## src/rtl/spi_master_tx.sv

```systemverilog
// SPI mode-0 master: pulls bytes from a sync FIFO and shifts them out MSB first
// while capturing miso; back-to-back bytes keep cs_n low, otherwise a CS gap follows.
module spi_master_tx #(
  parameter int CLK_DIV = 4,
  parameter int CS_GAP  = 2
) (
  input  logic       clk,
  input  logic       rst,
  input  logic       en,
  input  logic       fifo_empty,
  input  logic [7:0] fifo_dout,
  output logic       fifo_rde,
  input  logic       miso,
  output logic       sclk,
  output logic       mosi,
  output logic       cs_n,
  output logic [7:0] rx_data,
  output logic       rx_valid,
  output logic       busy
);

  typedef enum logic [1:0] {IDLE, FETCH, SHIFT, GAP} state_e;

  localparam logic [7:0] DIV_LAST = 8'(CLK_DIV - 1);
  localparam logic [7:0] GAP_LAST = 8'(CS_GAP - 1);

  state_e     state_q, state_d;
  logic [7:0] div_q, div_d;
  logic [7:0] gap_q, gap_d;
  logic [2:0] bit_q, bit_d;
  logic [7:0] tx_q, tx_d;
  logic [7:0] rxs_q, rxs_d;
  logic       sclk_q, sclk_d;
  logic       mosi_q, mosi_d;
  logic       cs_n_q, cs_n_d;
  logic       rde_q, rde_d;
  logic [7:0] rx_data_q, rx_data_d;
  logic       rx_valid_q, rx_valid_d;
  logic       busy_q, busy_d;

  always_comb begin
    state_d    = state_q;
    div_d      = div_q;
    gap_d      = gap_q;
    bit_d      = bit_q;
    tx_d       = tx_q;
    rxs_d      = rxs_q;
    sclk_d     = sclk_q;
    mosi_d     = mosi_q;
    cs_n_d     = cs_n_q;
    rde_d      = 1'b0;
    rx_data_d  = rx_data_q;
    rx_valid_d = 1'b0;
    unique case (state_q)
      // The read strobe is registered, so the FIFO data arrives one cycle after
      // the strobe; the strobe cycle itself is spent waiting before FETCH.
      IDLE: begin
        sclk_d = 1'b0;
        cs_n_d = 1'b1;
        mosi_d = 1'b0;
        if (rde_q)                    state_d = FETCH;
        else if (en && !fifo_empty)   rde_d   = 1'b1;
      end
      FETCH: begin
        tx_d    = fifo_dout;
        mosi_d  = fifo_dout[7];
        cs_n_d  = 1'b0;
        sclk_d  = 1'b0;
        div_d   = '0;
        bit_d   = '0;
        state_d = SHIFT;
      end
      SHIFT: begin
        if (rde_q) begin
          state_d = FETCH;
        end else if (div_q == DIV_LAST) begin
          div_d  = '0;
          sclk_d = ~sclk_q;
          if (!sclk_q) begin
            rxs_d = {rxs_q[6:0], miso};
          end else if (bit_q != 3'd7) begin
            bit_d  = bit_q + 3'd1;
            tx_d   = {tx_q[6:0], 1'b0};
            mosi_d = tx_q[6];
          end else begin
            rx_data_d  = rxs_q;
            rx_valid_d = 1'b1;
            if (en && !fifo_empty) begin
              rde_d = 1'b1;
            end else begin
              cs_n_d  = 1'b1;
              mosi_d  = 1'b0;
              gap_d   = '0;
              state_d = GAP;
            end
          end
        end else begin
          div_d = div_q + 8'd1;
        end
      end
      GAP: begin
        if (gap_q == GAP_LAST) state_d = IDLE;
        else                   gap_d   = gap_q + 8'd1;
      end
      default: state_d = IDLE;
    endcase
    busy_d = (state_d != IDLE);
  end

  always_ff @(posedge clk) begin
    if (rst) begin
      state_q    <= IDLE;
      div_q      <= '0;
      gap_q      <= '0;
      bit_q      <= '0;
      tx_q       <= '0;
      rxs_q      <= '0;
      sclk_q     <= 1'b0;
      mosi_q     <= 1'b0;
      cs_n_q     <= 1'b1;
      rde_q      <= 1'b0;
      rx_data_q  <= '0;
      rx_valid_q <= 1'b0;
      busy_q     <= 1'b0;
    end else begin
      state_q    <= state_d;
      div_q      <= div_d;
      gap_q      <= gap_d;
      bit_q      <= bit_d;
      tx_q       <= tx_d;
      rxs_q      <= rxs_d;
      sclk_q     <= sclk_d;
      mosi_q     <= mosi_d;
      cs_n_q     <= cs_n_d;
      rde_q      <= rde_d;
      rx_data_q  <= rx_data_d;
      rx_valid_q <= rx_valid_d;
      busy_q     <= busy_d;
    end
  end

  assign fifo_rde = rde_q;
  assign sclk     = sclk_q;
  assign mosi     = mosi_q;
  assign cs_n     = cs_n_q;
  assign rx_data  = rx_data_q;
  assign rx_valid = rx_valid_q;
  assign busy     = busy_q;

endmodule

```

## config.mk

```make
export PLATFORM = sky130hd
export DESIGN_NAME = spi_master_tx
export DESIGN_NICKNAME = d
export VERILOG_FILES = /design/src/rtl/spi_master_tx.sv
export SDC_FILE = /design/constraint.sdc
export NUM_CORES = 1
export LEC_CHECK = 0
export BUFFER_PORTS_ARGS = -buffer_cell sky130_fd_sc_hd__buf_2
export CORE_ASPECT_RATIO = 0.8
export CORE_MARGIN = 4
export CORE_UTILIZATION = 50
export CTS_CLUSTER_SIZE = 12
export DETAILED_ROUTE_END_ITERATION = 12
export PLACE_DENSITY = 0.73
export SYNTH_ARGS = -nofsm -noshare
export SYNTH_HDL_FRONTEND = slang
export SYNTH_SLANG_ARGS = --single-unit
export TNS_END_PERCENT = 50
```

## constraint.sdc

```tcl
create_clock -name clk -period 7.55 [get_ports clk]
set_input_delay 1.1325 -clock clk [delete_from_list [all_inputs] [get_ports clk]]
set_output_delay 1.1325 -clock clk [all_outputs]
set_load 0.02 [all_outputs]
```

==> impl_results.md <==
- Max IR drop VDD: 0.142 mV
- DRC: 0
- Placed instance area: 2560 sq um
- Final hold vios: 0
- Rows: 22
- Synth Flop Type: dfxtp_1
- Share of layout cells above drive strength 1: 14.7%
- Yosys top cell by area: dfxtp_1
- Detail Placement HPWL: 3.48 mm
- Fin Setup TNS: 0 ns
- Finished Cell Area: 2660 sq um
- Worst-Margin Slew: 1.14 ns
- Vias post-DR: 1993
- Cell depth of the worst min-delay path: 2
- Sequential area share after synthesis: 41.6%
- Area delta synth->final: 10.5%
- CTS tree: done
- #FFs+latches synth: 50
- TritonCTS buffer count: 5
- Critical Path Source Type: flip-flop
- Met2 wire len: 1.99 mm
- Final min period: 2.99 ns
- Final setup vio count: 0
- Fillers: 419
- Syn Inst Count: 263
- Clk slew on worst S/H paths: 0.10 ns
- IO Pins: 27
- Die area: 5990 sq um
- Syn avg cell area: 9.14 sq um
- FF-to-FF End: bit_q[0]$_SDFFE_PP0P_
- Hold crit path type: reg2reg
- Slew HR: 23.1%
- Post-synthesis cell type count: 51
- CTS Buffer Depth: 2
- CP Buf/Inv Count: 0
- DIE HEIGHT: 70.0 microns
- Pin count of the biggest net entering global routing: 40
- Vias per cell: 5.78
- Drt pass-1 iters: 4
- Routed metal-1 wirelength: 2.54 mm
- First-pass GRT wire length: 8.63 mm
- Root buffer cell: clkbuf_8
- Synth area leaders: dfxtp_1 42%, mux2i_1 10%, nor2_1 5.6%
- Core area: 4620 sq um
- Max-slew violations: 0
- R2r setup slk: 4.56 ns
- Max-Cap Viols: 0
- Clk_lat worst skew: 0.31 ns
- Reg2reg start: div_q[0]$_SDFFE_PP0P_
- Fmax: 0.335 GHz
- Crit-path max FO: 14
- Pleak: 0.954 nW
- Pwr/cell area: 225 nW/um^2
- Hold Startpoint: mosi$_SDFFE_PP0P_
- Post-CTS Resized: 0
- Switching power: 0.198 mW
- Total GRT Usage: 17.7%
- Post-route ant nets: 0
- Ys Warns: 0
- Clk_skew: 0.00851 ns
- Die Width: 85.5 microns
- Reg2reg path depth: 5
- CP cell instances: ha_1 > or4b_1 > o41ai_2 > nor2_1 > mux2_2
- Logic gate share of total power: 23.4%
- Initial core utilization: 52.0%
- Critical Path RT: 7.75 ns
- Top sig layer: met4
- Cell Area, Synth: 2400 sq um
- Routed wire length: 4.97 mm
- Number of I/O port buffers: 26
- Sequential share of power: 49.6%
- Sw Share: 33.2%
- Ant. Diodes: 0
- Internal power: 0.399 mW
- First DRT Iteration DRCs: 163
- Fin crit share: 39.6%
- # hold bufs at CTS: 0
- CP endpoint kind: flip-flop
- Final Wtd Congestion: 0.914
- WS Path Type: reg2reg
- Clk network pwr share: 27.0%
- Synthesized Nets: 286
- Grt ovf: 0
- Status: finished clean
- H-Tree Depth: 2
- Share of the synthesized area in the top cell type: 41.6%
- Crit path DAT: 3.19 ns
- Clock Sinks: 50
- Fin nets: 307
- Reg area: 1000 sq um
- Wire per inst: 14.4 microns
- Initial antenna violation count: 0
- Async SR Flop Fraction: 0%
- Worst Hold Path EP: mosi$_SDFFE_PP0P_
- Postcts setup bufs: 0
- CP delay by family, top: compound AO/OA/AOI/OAI gates
- Met3 wire length: 362 microns
- Post-synth EDFFs: 0
- RSZ-0062 raised after global routing: no
- Max stage delay on crit path: 1.07 ns
- Vias in the first global route: 1811
- CP max stage cell: o41ai_2
- Area occupied by multi-input gates: 1310 sq um
==> power groups by stage <==
stage	clock network, mW	registers, mW	logic (mW)
2_1_floorplan	0	0.303	0.109
3_3_place_gp	0	0.301	0.136
3_5_place_dp	0	0.302	0.139
4_1_cts	0.165	0.296	0.140
5_1_grt	0.177	0.299	0.157
6_report	0.161	0.296	0.140
==> area by class of cell <==
class | count | area share (%)
tap | 60 | 2.83
clock inverter | 3 | 0.895
multi-input combinational | 189 | 49.3
clock buffer | 5 | 2.59
inverter | 11 | 1.55
timing repair buffer | 27 | 5.18
sequential | 50 | 37.7
==> sequential cells by signal, summed over array words and instances, names as in the netlist, 2 cells and up <==
register / cells
bit_q: 3
gap_q: 8
tx_q: 7
rx_data: 8
rxs_q: 8
state_q: 2
div_q: 8
==> Yosys cell counts (2+ instances only) <==
cell type / count
and3_1: 2
a311oi_1: 2
o21ai_0: 4
nand3_1: 5
buf_2: 3
nor2b_1: 3
or3_1: 2
ha_1: 10
nor3_1: 2
a21oi_1: 16
o31a_1: 2
a211oi_1: 7
inv_1: 11
o31ai_1: 5
o21ai_1: 3
a22o_1: 2
nand4_1: 3
nor4_1: 3
nor4b_1: 2
xor2_1: 2
nor2_1: 36
a31oi_1: 3
o41ai_1: 2
dfxtp_1: 50
nand2b_1: 3
or4_1: 8
xnor2_1: 2
or4b_1: 2
clkbuf_1: 8
nand2_1: 15
mux2i_1: 24
a221oi_1: 2
==> logic make-up (layout without fill, tap and decap cells) <==
group	count (synthesis)	after routing	share of synthesized area (%)
AO/OA/AOI/OAI	56	56	16.3
XOR/XNOR	4	4	1.46
adder cells (fa/ha/maj)	10	10	5.20
buffers and inverters	24	46	4.21
flip-flops	50	50	41.6
multiplexers	25	25	10.5
AND/OR/NAND/NOR	94	94	20.8
==> per-stage QoR <==
step                      total power, mW  hold slack [ns]  instances  setup slack [ns]  util (%)
after floorplan                     0.411            0.439        263              5.08         -
after global placement              0.437            0.464        337              4.73      55.4
after detailed placement            0.441            0.455        337              4.63      55.4
after CTS                           0.601            0.477        345              4.59      57.4
after global routing                0.633            0.499        345              4.41      57.4
final                               0.597            0.485        345              4.56      57.4
==> per-layer routing <==
metal | GRT usage [%] | up-vias
met5 | 0 | -
met4 | 7.38 | 0
met3 | 4.01 | 5
met2 | 24.6 | 67
met1 | 26.0 | 916
li1 | - | 1005
==> worst reg2reg max path: cells and delay by family, from the launching register on <==
family                     cells  cell delay, ns
AOI/OAI and AO/OA              1            1.07
and+or+nand+nor                2            0.82
muxes                          1            0.32
DFF                            1            0.41
adders and majority gates      1            0.27
==> worst max-delay path by stage <==
stage / from / slack (ns) / to / depth (start not counted)
2_1_floorplan: en / 5.08 / gap_q[3]$_SDFFE_PP0P_ / 5
3_3_place_gp: div_q[0]$_SDFFE_PP0P_ / 4.73 / bit_q[0]$_SDFFE_PP0P_ / 5
3_5_place_dp: div_q[0]$_SDFFE_PP0P_ / 4.63 / bit_q[0]$_SDFFE_PP0P_ / 5
4_1_cts: div_q[0]$_SDFFE_PP0P_ / 4.59 / bit_q[0]$_SDFFE_PP0P_ / 5
5_1_grt: div_q[0]$_SDFFE_PP0P_ / 4.41 / bit_q[0]$_SDFFE_PP0P_ / 5
6_report: div_q[0]$_SDFFE_PP0P_ / 4.56 / bit_q[0]$_SDFFE_PP0P_ / 5
==> layout by cell type, fill, tap and decap left out, types with 2 or more instances in the layout <==
master and instances:
or4b_1 2, a22o_1 2, or3_1 2, xnor2_1 2, o21ai_0 4, nor4b_1 2
nand3_1 5, clkbuf_8 5, nor2b_1 3, inv_1 11, nand4_1 3, a31oi_1 3
nand2b_1 3, a211oi_1 7, ha_1 10, a21oi_1 16, nor3_1 2, nor2_1 36
nor4_1 2, o21ai_1 3, a311oi_1 2, buf_2 26, clkinvlp_4 2, o31a_1 2
and3_1 2, or4_1 8, a221oi_1 2, mux2i_1 24, o31ai_1 5, xor2_1 2
o41ai_1 2, dfxtp_1 50, nand2_1 15
Power figures use the tool's default switching activity.
